[src/rtl/cmsdk_apb_master_pkg.sv]
// cmsdk_apb_master_pkg: shared state encoding, response constants and timeout sizing
package cmsdk_apb_master_pkg;

    typedef enum logic [1:0] {
        IDLE   = 2'd0,
        SETUP  = 2'd1,
        ACCESS = 2'd2,
        RESP   = 2'd3
    } state_t;

    localparam logic RSP_OK  = 1'b0;
    localparam logic RSP_ERR = 1'b1;

    // Counter must hold 0..cycles; a disabled timeout still gets a 1-bit counter
    function automatic int tmo_width(input int cycles);
        return (cycles < 1) ? 1 : $clog2(cycles + 1);
    endfunction

endpackage

[src/rtl/cmsdk_apb_master_timeout.sv]
// cmsdk_apb_master_timeout: saturating PREADY-low cycle counter with abort flag
module cmsdk_apb_master_timeout
    import cmsdk_apb_master_pkg::*;
#(
    parameter int LIMIT = 256,
    parameter int W     = tmo_width(LIMIT)
) (
    input  logic PCLK,
    input  logic PRESETn,
    input  logic clr,
    input  logic en,
    output logic expired
);

    localparam logic [W-1:0] MAX  = W'(LIMIT);
    localparam logic [W-1:0] LAST = W'((LIMIT > 0) ? LIMIT - 1 : 0);

    logic [W-1:0] cnt;

    // Count stalled access cycles, cleared at the start of every transfer, never wrapping
    always_ff @(posedge PCLK or negedge PRESETn)
        if (!PRESETn)
            cnt <= '0;
        else if (clr)
            cnt <= '0;
        else if (en && cnt != MAX)
            cnt <= cnt + W'(1);

    // Fires on the stalled cycle that brings the count up to LIMIT
    assign expired = (LIMIT != 0) && en && (cnt >= LAST);

endmodule

[src/rtl/cmsdk_apb_cmd_master.sv]
// cmsdk_apb_cmd_master: valid/ready command stream to APB3 initiator with PREADY timeout
module cmsdk_apb_cmd_master
    import cmsdk_apb_master_pkg::*;
#(
    parameter int ADDR_WIDTH     = 12,
    parameter int TIMEOUT_CYCLES = 256
) (
    input  logic                  PCLK,
    input  logic                  PRESETn,
    input  logic                  cmd_valid,
    output logic                  cmd_ready,
    input  logic [ADDR_WIDTH-1:0] cmd_addr,
    input  logic                  cmd_write,
    input  logic [31:0]           cmd_wdata,
    output logic                  rsp_valid,
    input  logic                  rsp_ready,
    output logic [31:0]           rsp_rdata,
    output logic                  rsp_err,
    output logic                  rsp_timeout,
    output logic                  PSEL,
    output logic                  PENABLE,
    output logic [ADDR_WIDTH-1:0] PADDR,
    output logic                  PWRITE,
    output logic [31:0]           PWDATA,
    input  logic [31:0]           PRDATA,
    input  logic                  PREADY,
    input  logic                  PSLVERR
);

    state_t state, state_next;
    logic   accept, finish, tmo_expired;

    assign cmd_ready = (state == IDLE);
    assign accept    = cmd_ready && cmd_valid;
    assign finish    = (state == ACCESS) && (PREADY || tmo_expired);

    cmsdk_apb_master_timeout #(.LIMIT(TIMEOUT_CYCLES)) u_timeout (
        .PCLK    (PCLK),
        .PRESETn (PRESETn),
        .clr     (accept),
        .en      (state == ACCESS && !PREADY),
        .expired (tmo_expired)
    );

    // State register
    always_ff @(posedge PCLK or negedge PRESETn)
        if (!PRESETn)
            state <= IDLE;
        else
            state <= state_next;

    // Next-state: one transfer outstanding, response must be consumed before the next command
    always_comb begin
        state_next = state;
        case (state)
            IDLE:    state_next = cmd_valid ? SETUP : IDLE;
            SETUP:   state_next = ACCESS;
            ACCESS:  state_next = finish ? RESP : ACCESS;
            RESP:    state_next = rsp_ready ? IDLE : RESP;
            default: state_next = IDLE;
        endcase
    end

    // Registered bus and response outputs; address/data only move on command acceptance
    always_ff @(posedge PCLK or negedge PRESETn)
        if (!PRESETn) begin
            PSEL        <= 1'b0;
            PENABLE     <= 1'b0;
            PADDR       <= '0;
            PWRITE      <= 1'b0;
            PWDATA      <= '0;
            rsp_valid   <= 1'b0;
            rsp_rdata   <= '0;
            rsp_err     <= RSP_OK;
            rsp_timeout <= 1'b0;
        end else begin
            PSEL      <= (state_next == SETUP) || (state_next == ACCESS);
            PENABLE   <= (state_next == ACCESS);
            rsp_valid <= (state_next == RESP);
            if (accept) begin
                PADDR  <= cmd_addr & ~ADDR_WIDTH'(3);
                PWRITE <= cmd_write;
                PWDATA <= cmd_wdata;
            end
            if (finish) begin
                rsp_rdata   <= (PWRITE || !PREADY) ? '0 : PRDATA;
                rsp_err     <= PREADY ? (PSLVERR ? RSP_ERR : RSP_OK) : RSP_ERR;
                rsp_timeout <= !PREADY;
            end
        end

endmodule

[config.mk]
export PLATFORM = sky130hd
export DESIGN_NAME = cmsdk_apb_cmd_master
export DESIGN_NICKNAME = d
export VERILOG_FILES = /design/src/rtl/cmsdk_apb_master_pkg.sv /design/src/rtl/cmsdk_apb_master_timeout.sv /design/src/rtl/cmsdk_apb_cmd_master.sv
export SDC_FILE = /design/constraint.sdc
export NUM_CORES = 1
export LEC_CHECK = 0
export BUFFER_PORTS_ARGS = -buffer_cell sky130_fd_sc_hd__buf_2
export CORE_MARGIN = 2
export CORE_UTILIZATION = 48
export DETAILED_ROUTE_END_ITERATION = 12
export PLACE_DENSITY = 0.76
export SYNTH_ARGS = -nofsm -noshare
export SYNTH_HDL_FRONTEND = slang
export SYNTH_SLANG_ARGS = --single-unit
[constraint.sdc]
create_clock -name PCLK -period 2.2 [get_ports PCLK]
set_clock_uncertainty 0.15 [all_clocks]
set_input_delay 0.22 -clock PCLK [delete_from_list [all_inputs] [get_ports PCLK]]
set_output_delay 0.22 -clock PCLK [all_outputs]
set_load 0.03 [all_outputs]
== Yosys cells after proc, flatten, opt, wreduce, memory -nomap -nowiden ==
Index checks and enable logic that the tools add are counted.

* Bits in latches: 0
* Output and inout port bits: 83
* Memories: 0
* Memory bits (read-only): 0
* Logic and storage cells: 40
* Register bits: 91
* RAM bits: 0

* Magnitude comparators: 1
* Bitwise logic cells: 0
* Shift operators: 0
* Multiply operators: 0
* Divide/modulo/power cells: 0
* Multiplexer cells: 9
* Add/sub/neg operators: 1
* Eq/ne operators: 7
* Reduce and logical (&&, ||, !) cells: 11

{| class="wikitable"
|+ Operators with widths
! operator !! count
|-
| $mux 32 || 1
|-
| $mux 9 || 2
|-
| $add 9x1->9 const B || 1
|-
| $ge 9x8->1 const B || 1
|-
| $ne 9x9->1 const B || 1
|-
| $eq 2x2->1 const B || 4
|-
| $pmux 2 s4 || 1
|-
| $logic_and 1x1->1 || 5
|-
| $eq 2x1->1 const B || 2
|-
| $mux 1 || 4
|-
| $logic_or 1x1->1 || 3
|-
| $logic_not 2->1 || 1
|-
| $mux 2 || 1
|-
| $reduce_bool 2->1 || 1
|-
| $logic_not 1->1 || 1
|}

== Longest topological paths before layout ==
Gate-level depths: netlist of run 1.

* Depth in word-level cells: 9
* Depth in mapped cells: 9

== Modules after synthesis ==
Synthesis of run 1 repeated with hierarchy kept, for this count alone.

* Cells, all modules: 311
* Area total of the unflattened synthesis: 4041.4 µm²

{| class="wikitable"
|+ By module, submodules not included
! module !! cells an instance !! times used !! sequential area each (µm²) !! area an instance (µm²)
|-
| cmsdk_apb_cmd_master || 256 || 1 || 2052.0 || 3494.6
|-
| cmsdk_apb_master_timeout || 55 || 1 || 225.2 || 546.8
|}

== Worst setup path before layout of run 1 ==
OpenSTA, ideal clock, no wires.

* Kind: reg-to-reg
* Start: reg u_timeout.cnt[0]
* End: reg PSEL
* Clock period less this slack: 2.025 ns
* Stages on the path, launching flop included: 10
* Slack: 0.175 ns
* Library setup time: 0.063 ns
* Data arrival time: 1.812 ns
* Required time: 1.987 ns
* Cell sequence: dfrtp_1 -> ha_1 -> nand3_1 -> nor2_1 -> ha_1 -> nor3_1 -> o31ai_2 -> a21boi_0 -> ha_1 -> inv_1

* Cells in the longest elaborated chain, start to end: 8
* Elaborated cells on any way between the ends: 9

{| class="wikitable"
|+ Ends and longest elaborated chain
! item !! line !! source
|-
| start, declared || cmsdk_apb_master_timeout.sv:18 || <nowiki>logic [W-1:0] cnt;</nowiki>
|-
| start signal, assigned || cmsdk_apb_master_timeout.sv:27 || <nowiki>cnt <= cnt + W'(1);</nowiki>
|-
| $ge 9x8->1 (*) || cmsdk_apb_master_timeout.sv:30 || <nowiki>assign expired = (LIMIT != 0) && en && (cnt >= LAST);</nowiki>
|-
| $logic_and 1x1->1 (*) || cmsdk_apb_master_timeout.sv:30 ||
|-
| $logic_or 1x1->1 (*) || cmsdk_apb_cmd_master.sv:35 || <nowiki>assign finish = (state == ACCESS) && (PREADY || tmo_expired);</nowiki>
|-
| $logic_and 1x1->1 (*) || cmsdk_apb_cmd_master.sv:35 ||
|-
| $mux 1 (*) || cmsdk_apb_cmd_master.sv:58 || <nowiki>ACCESS: state_next = finish ? RESP : ACCESS;</nowiki>
|-
| $pmux 2 s4 (*) || cmsdk_apb_cmd_master.sv:55 || <nowiki>case (state)</nowiki>
|-
| $eq 2x1->1 / $eq 2x2->1 (equally long branches) || cmsdk_apb_cmd_master.sv:77 || <nowiki>PSEL <= (state_next == SETUP) || (state_next == ACCESS);</nowiki>
|-
| $logic_or 1x1->1 (*) || cmsdk_apb_cmd_master.sv:77 ||
|-
| end signal, assigned || cmsdk_apb_cmd_master.sv:77 ||
|-
| end, declared || cmsdk_apb_cmd_master.sv:20 || <nowiki>output logic PSEL,</nowiki>
|}

Mark *: on every way between the ends. The rest lies on a longest branch, timed or not.
A chain may end at the register's enable or synchronous reset.

== Worst setup path after layout of run 1 ==
* Start: reg u_timeout.cnt[1]
* End: reg rsp_rdata[28]

* Cells in the longest elaborated chain, start to end: 4

{| class="wikitable"
|+ Ends and longest elaborated chain
! item !! line !! source
|-
| $ge 9x8->1 || cmsdk_apb_master_timeout.sv:30 ||
|-
| $logic_and 1x1->1 || cmsdk_apb_master_timeout.sv:30 ||
|-
| $logic_or 1x1->1 || cmsdk_apb_cmd_master.sv:35 ||
|-
| $logic_and 1x1->1 || cmsdk_apb_cmd_master.sv:35 ||
|-
| end signal, assigned || cmsdk_apb_cmd_master.sv:86 || <nowiki>rsp_rdata <= (PWRITE || !PREADY) ? '0 : PRDATA;</nowiki>
|-
| end, declared || cmsdk_apb_cmd_master.sv:17 || <nowiki>output logic [31:0] rsp_rdata,</nowiki>
|}

Every way passes these cells.

==> results of run 1 <==
-- worst max-delay path by stage --
stage                            startpoint                        end  slack [ns]
5_1_grt        u_timeout.cnt[1]$_DFFE_PN0P_  rsp_rdata[28]$_DFFE_PN0P_       0.003
3_3_place_gp   u_timeout.cnt[1]$_DFFE_PN0P_             PSEL$_DFF_PN0_        0.19
6_report       u_timeout.cnt[1]$_DFFE_PN0P_  rsp_rdata[28]$_DFFE_PN0P_        0.15
4_1_cts        u_timeout.cnt[1]$_DFFE_PN0P_        rsp_valid$_DFF_PN0_        0.07
2_1_floorplan  u_timeout.cnt[0]$_DFFE_PN0P_             PSEL$_DFF_PN0_        0.17
3_5_place_dp   u_timeout.cnt[1]$_DFFE_PN0P_        rsp_valid$_DFF_PN0_        0.09
-- repair_timing --
item	in CTS	in global routing
setup endpoints to repair	0	17
hold endpoints to repair	120	0
resized for setup	0	3
hold buffers	76	0
-- power groups by stage --
stage	clock network, mW	registers, mW	logic (mW)
final	1.25	2.97	4.18
after global placement	0	2.91	3.92
after floorplan	0	4.30	1.40
after detailed placement	0	2.94	4.03
after global routing	1.35	3.05	4.55
after CTS	1.28	2.93	4.13
-- cell families after synthesis --
family	Yosys count
simple gates	163
flops	91
buf+inv	67
compound gates	83
other cells	1
mux	5
fa+ha+maj	5
-- flip-flops by register name (all words and copies together) (netlist names) --
| register | flops |
|---|---|
| rsp_timeout | 1 |
| rsp_err | 1 |
| PSEL | 1 |
| state | 2 |
| PWDATA | 32 |
| PWRITE | 1 |
| PENABLE | 1 |
| rsp_valid | 1 |
| PADDR | 10 |
| rsp_rdata | 32 |
| u_timeout.cnt | 9 |
-- final cells by class --
cell class | instances | share of cell area, %
Clock buffer | 10 | 2.36
Clock inverter | 5 | 1.46
Inverter | 40 | 2.57
Multi-Input combinational cell | 258 | 23.8
Sequential cell | 91 | 39.0
Tap cell | 102 | 2.18
Timing Repair Buffer | 248 | 28.7
-- critical path, delay by kind of cell, from the launching register on --
family / cells / cell delay (ns)
AOI/OAI and AO/OA: 2 / 0.28
adders and majority gates: 2 / 0.44
buffers and inverters: 2 / 0.37
DFF: 1 / 0.41
and+or+nand+nor: 3 / 0.32
-- metrics by stage --
stage / util [%] / hold WS [ns] / power [mW]
floorplan: - / -0.226 / 5.70
global route: 74.8 / 0.0514 / 8.95
finish: 74.8 / 0.0385 / 8.40
global placement: 62.2 / 0.110 / 6.82
detailed placement: 62.2 / 0.115 / 6.97
CTS: 74.8 / 0.0198 / 8.34
-- synth_stat cells (3+ instances only) --
cell type  instances  area share (%)
a21oi_1            4            0.51
a22oi_1           32             6.1
buf_2             13             1.7
buf_6              3            0.86
clkbuf_1           9            0.86
dfrtp_1           91              58
ha_1               5             1.6
inv_1             40             3.8
mux2i_1            4             1.0
nand2_1          135              13
nand3_1            4            0.51
nor2_1             5            0.48
nor3_1             5            0.64
o21ai_0           34             4.3
-- routing by layer --
metal  GRT usage, %  vias to the layer above
li1               -                     1810
met1           32.6                     1831
met2           45.1                      218
met3           6.23                       32
met4           11.2                        0
met5              0                        -
==> flow_summary.json, run 1 <==
{
  "cts_tree": "done",
  "cp.arrival_ns": 2.17,
  "fin_nets": 736,
  "setup_viol": 0,
  "synth_warnings": 0,
  "status": "finished, final reports clean",
  "drt-total-wl_mm": 11.6,
  "detailroute.wirelength.met3_mm": 1.02,
  "insertion_delay_ns": 0.35,
  "synthXorXnorAreaFrac_pct": 0,
  "mappedNetlistArea_mm2": 0.00393,
  "fp-row-count": 32,
  "number_of_vias_per_cell": 5.16,
  "synth_cell_types": 39,
  "floorplan.core_area_mm2": 0.00781,
  "fin_cells": 754,
  "synth_compound_gate_area_share_pct": 14.0,
  "synth_edf_count": 0,
  "power_density_mw_per_mm2": 1440,
  "m1WireLength_mm": 4.64,
  "fin_tns_setup_ns": 0,
  "whs_endpoint": "rsp_err$_DFFE_PN0P_",
  "fin_area_mm2": 0.00584,
  "p_leak_nw": 3.08,
  "post_synth_mux_area_share_pct": 1.40,
  "worstHoldPathType": "in2reg",
  "final.min_clock_period_ns": 2.05,
  "yosys_register_bits": 91,
  "slowest_stage": "dfrtp_1",
  "sequential_fraction_of_design_power_pct": 35.3,
  "power_switching_mw": 3.95,
  "end_kind": "flop",
  "critical_path.reg2reg.endpoint": "rsp_rdata[28]$_DFFE_PN0P_",
  "part_of_the_yosys_area_used_for_sequential_elements_pct": 58.0,
  "final_cell_mix": "buf_2, nand2_1, dfrtp_1",
  "cts.sink_count": 91,
  "top_signal_layer_used": "met4",
  "overflow": 0,
  "area_of_the_multi_input_gates_mm2": 0.00139,
  "maxClockFrequency_ghz": 0.488,
  "synth_top_family_by_area": "simple AND/OR/NAND/NOR gates",
  "sequential_cell_area_mm2": 0.00228,
  "synth_adder_area_share_pct": 1.59,
  "post_synth.cell_area_avg_um2": 9.46,
  "max-cap-violations": 0,
  "postCtsSetupRepairBufs": 0,
  "timing.slew.headroom_pct": 60.9,
  "worst_hold_startpoint": "PSLVERR",
  "first_pass_iters": 5,
  "dieWidth_um": 94.4,
  "final-hold-violation-count": 0,
  "syn_to_final_growth_pct": 48.8,
  "grt_setup_unrepaired": "false",
  "layout_setup_ws_ns": 0.151,
  "placement.io_buffers": 161,
  "htreeDepth": 3,
  "final_clock_period_utilization_by_the_worst_path_pct": 93.1,
  "antenna_cells_inserted": 0,
  "synthArstFlopShare_pct": 100,
  "layout.filler_cells": 517,
  "layout-drive-gt1-share_pct": 29.9,
  "worst_slack_after_detailed_placement_ns": 0.0944,
  "synth_simple_gate_area_share_pct": 17.4,
  "netSwitchingFraction_pct": 47.1,
  "p_int_mw": 4.44,
  "met2WireLength_mm": 5.61,
  "yosys_most_used_dff": "dfrtp_1",
  "num_vias": 3891,
  "gp_congestion": 0.837,
  "number_of_pins_exceeding_their_max_slew_limit_in_the_final_report": 0,
  "maximum_number_of_pins_on_one_net_before_global_route_repair": 50,
  "grt_first_pass_wirelength_mm": 18.4,
  "grt_pass1_vias": 3845,
  "comb_power_share_pct": 49.8,
  "critical_r2r_launch": "u_timeout.cnt[1]$_DFFE_PN0P_",
  "post-dp-hpwl_mm": 6.60,
  "worst-setup-path-type": "reg2reg",
  "die_area_mm2": 0.00892,
  "layout_commonest_cell": "buf_2",
  "global_route.usage.total_pct": 26.5,
  "drcViolationCount": 0,
  "remaining_antenna_violation_count": 0,
  "worstMarginPinSlew_ns": 0.587,
  "ios": 166,
  "crit_required_ns": 2.32,
  "synth_cells": 415,
  "wire_per_inst_um": 15.4,
  "crit_path_cell_trace": "ha_1 > nand3_1 > nor2_1 > ha_1 > nor3_2 > buf_4 > o31ai_4 > buf_4 > o21ai_0",
  "worst-r2r-cell-count": 9,
  "share_clk_of_total_power_pct": 14.8,
  "critical_path.max_fanout": 32,
  "drt_iter0_drc": 210,
  "die-height_um": 94.4,
  "clkSlewWorstSetupHoldPaths_ns": 0.10,
  "critical-path-max-stage-delay_ns": 0.41,
  "cts-buffers-inserted": 9,
  "cts-root-to-sink-buffers": 2,
  "placed_area_mm2": 0.00485,
  "initial_utilization_pct": 50.3,
  "setup.worst_path.start_class": "flop",
  "post-place-cells": 663,
  "clk_root_buffer_cell": "clkbuf_8",
  "holdPathStages": 3,
  "antenna_violations_before_repair": 0,
  "regToRegSetupSlack_ns": 0.15,
  "ir_drop_mv": 0.793
}
Power figures use the tool's default switching activity.
==> run 2: changes to the inputs <==
--- a/config.mk
+++ b/config.mk
@@ -7,9 +7,9 @@
 export LEC_CHECK = 0
 export BUFFER_PORTS_ARGS = -buffer_cell sky130_fd_sc_hd__buf_2
 export CORE_MARGIN = 2
-export CORE_UTILIZATION = 48
+export CORE_UTILIZATION = 43
 export DETAILED_ROUTE_END_ITERATION = 12
-export PLACE_DENSITY = 0.76
+export PLACE_DENSITY = 0.72
 export SYNTH_ARGS = -nofsm -noshare
 export SYNTH_HDL_FRONTEND = slang
 export SYNTH_SLANG_ARGS = --single-unit
==> constraint.sdc (replaced) <==
create_clock -name PCLK -period 1.65 [get_ports PCLK]
set_clock_uncertainty 0.15 [all_clocks]
set_input_delay 0.165 -clock PCLK [delete_from_list [all_inputs] [get_ports PCLK]]
set_output_delay 0.165 -clock PCLK [all_outputs]
set_load 0.02 [all_outputs]
==> run 2 against run 1 <==
Clock-buffer cell count grew 1. Die area is 11% higher. The run now ends with setup timing left. Setup slack got worse by 0.30 ns. Non-clock buffer count grew 29. First-iteration DRC count shrank 4.8%. Flip-flop and latch count stayed put. Power up 36%. Largest cell class unchanged. Clock power grew 31%.
==> flow_summary.json, run 2 (same netlist as run 1, synthesis figures left out) <==
{
  "placed_area_mm2": 0.00505,
  "maximum_number_of_pins_on_one_net_before_global_route_repair": 92,
  "cts_tree": "done",
  "cp.arrival_ns": 1.94,
  "sequential_fraction_of_design_power_pct": 35.5,
  "p_int_mw": 6.46,
  "insertion_delay_ns": 0.35,
  "crit_path_cell_trace": "ha_2 > nand3_2 > nor2_1 > ha_2 > nor3_4 > o31ai_4 > a21boi_1 > ha_1 > inv_1",
  "gp_congestion": 0.807,
  "grt_pass1_vias": 4045,
  "p_leak_nw": 3.30,
  "whs_endpoint": "state[1]$_DFF_PN0_",
  "drt_iter0_drc": 200,
  "reg.largest.list": "PWDATA (32), rsp_rdata (32), PADDR (10)",
  "final.min_clock_period_ns": 1.80,
  "grt_first_pass_wirelength_mm": 18.9,
  "crit_required_ns": 1.79,
  "holdPathStages": 3,
  "setup.worst_path.start_class": "flop",
  "cts-buffers-inserted": 9,
  "wire_per_inst_um": 16.5,
  "ir_drop_mv": 0.958,
  "power_density_mw_per_mm2": 1780,
  "layout_commonest_cell": "buf_2",
  "number_of_pins_exceeding_their_max_slew_limit_in_the_final_report": 0,
  "fin_hold_ws_ns": 0.0366,
  "worst-setup-path-type": "reg2reg",
  "fin_nets": 766,
  "netSwitchingFraction_pct": 43.3,
  "critical_path.max_fanout": 2,
  "clkSlewWorstSetupHoldPaths_ns": 0.08,
  "critical_r2r_launch": "u_timeout.cnt[1]$_DFFE_PN0P_",
  "antenna_cells_inserted": 0,
  "post-dp-hpwl_mm": 6.79,
  "syn_to_final_growth_pct": 63.4,
  "initial_utilization_pct": 44.6,
  "critical_path.reg2reg.endpoint": "PSEL$_DFF_PN0_",
  "clk_root_buffer_cell": "clkbuf_8",
  "num_vias": 4083,
  "critical_path.n_buffers_inverters": 1,
  "first_pass_iters": 5,
  "layout_setup_ws_ns": -0.148,
  "maxClockFrequency_ghz": 0.556,
  "status": "finished, violations left",
  "dieWidth_um": 99.6,
  "critical-path-max-stage-delay_ns": 0.39,
  "layout-drive-gt1-share_pct": 39.5,
  "worstHoldPathType": "in2reg",
  "cts-root-to-sink-buffers": 2,
  "max-cap-violations": 0,
  "share_clk_of_total_power_pct": 14.4,
  "antenna_violations_before_repair": 0,
  "drcViolationCount": 0,
  "comb_power_share_pct": 50.1,
  "remaining_antenna_violation_count": 0,
  "timing.critical_path.max_delay_family": "adder cells",
  "power_switching_mw": 4.93,
  "htreeDepth": 3,
  "number_of_vias_per_cell": 5.16,
  "global_route.usage.total_pct": 23.7,
  "worstMarginPinSlew_ns": 0.516,
  "final_clock_period_utilization_by_the_worst_path_pct": 109,
  "drt-total-wl_mm": 13.0,
  "worst_hold_startpoint": "rsp_ready",
  "fp-row-count": 34,
  "fin_area_mm2": 0.00642,
  "placement.io_buffers": 161,
  "timing.slew.headroom_pct": 65.6,
  "final-hold-violation-count": 0,
  "final_cell_mix": "buf_2, nand2_1, dfrtp_1",
  "cts.sink_count": 91,
  "violations": "setup timing",
  "end_kind": "flop",
  "fin_tns_setup_ns": -2.74,
  "crit_path_start": "u_timeout.cnt[1]$_DFFE_PN0P_",
  "die_area_mm2": 0.00991,
  "ios": 166,
  "die-height_um": 99.6,
  "grt_setup_unrepaired": "true",
  "cp_common_cell": "ha_2",
  "slowest_stage": "dfrtp_1",
  "floorplan.core_area_mm2": 0.00881,
  "overflow": 0,
  "regToRegSetupSlack_ns": -0.15,
  "setup_viol": 40,
  "worst-r2r-cell-count": 9
}
==> run 2: cell count changes in the layout (fill, tap and decap cells not counted), moves of 3 or more <==
| cell | previous run | this run |
|---|---|---|
| nand2_1 | 135 | 101 |
| nand2_2 | 0 | 25 |
| o21ai_0 | 33 | 13 |
| o21ai_1 | 3 | 23 |
| buf_4 | 10 | 23 |
| nand2_4 | 0 | 9 |
| buf_6 | 0 | 8 |
| clkbuf_16 | 0 | 4 |
| ha_1 | 5 | 1 |
| buf_12 | 2 | 5 |
| ha_2 | 0 | 3 |
| or3b_4 | 0 | 3 |
==> run 2: repair_timing <==
| item | 4_1_cts | 5_1_grt |
|---|---|---|
| setup endpoints to repair | 84 | 75 |
| hold buffers | 77 | 0 |
| gates cloned | 0 | 8 |
| pin swaps | 5 | 25 |
| buffers inserted | 2 | 3 |
| hold endpoints to repair | 167 | 0 |
| resized for setup | 14 | 64 |
==> run 2: worst max-delay path by stage <==
stage,cells past startpoint,end,slack (ns)
5_1_grt,9,PSEL$_DFF_PN0_,-0.25
4_1_cts,9,PSEL$_DFF_PN0_,-0.15
3_3_place_gp,9,PSEL$_DFF_PN0_,-0.20
3_5_place_dp,8,rsp_rdata[17]$_DFFE_PN0P_,-0.31
6_report,9,PSEL$_DFF_PN0_,-0.15
2_1_floorplan,9,PSEL$_DFF_PN0_,-0.18
==> run 2: layout make-up <==
type	instances	area [µm²]
fillers	579	2390
well taps	108	135
clock inverters	5	85.1
clock buffers	11	131
multi-input cells	259	1590
inverters	40	150
repair buffers	277	2040
flip-flops and latches	91	2280
==> run 2: stage by stage <==
step / worst slack, ns / instances / total power [mW] / utilization, %
finish: -0.148 / 791 / 11.4 / 72.9
global route: -0.250 / 791 / 12.1 / 72.9
CTS: -0.147 / 781 / 10.7 / 69.0
detailed placement: -0.312 / 687 / 8.81 / 57.3
global placement: -0.200 / 687 / 8.65 / 57.3
floorplan: -0.175 / 416 / 6.91 / -
==> run 2: power groups by stage <==
stage | clock network, mW | logic, mW | registers, mW
2_1_floorplan | 0 | 1.88 | 5.03
3_3_place_gp | 0 | 4.78 | 3.87
3_5_place_dp | 0 | 4.90 | 3.91
4_1_cts | 1.71 | 5.12 | 3.91
5_1_grt | 1.79 | 6.20 | 4.16
6_report | 1.64 | 5.71 | 4.04
==> run 2: worst min-delay path, delay by kind of cell <==
family	cells	cell delay, ns
buffers and inverters	1	0.09
AND/OR/NAND/NOR	2	0.23
==> run 2: routing by layer <==
layer  global-route usage [%]  routed length [µm]
met5                        0                   0
met4                     10.6                 383
met3                     5.90                1240
met2                     39.0                6410
met1                     29.7                5000
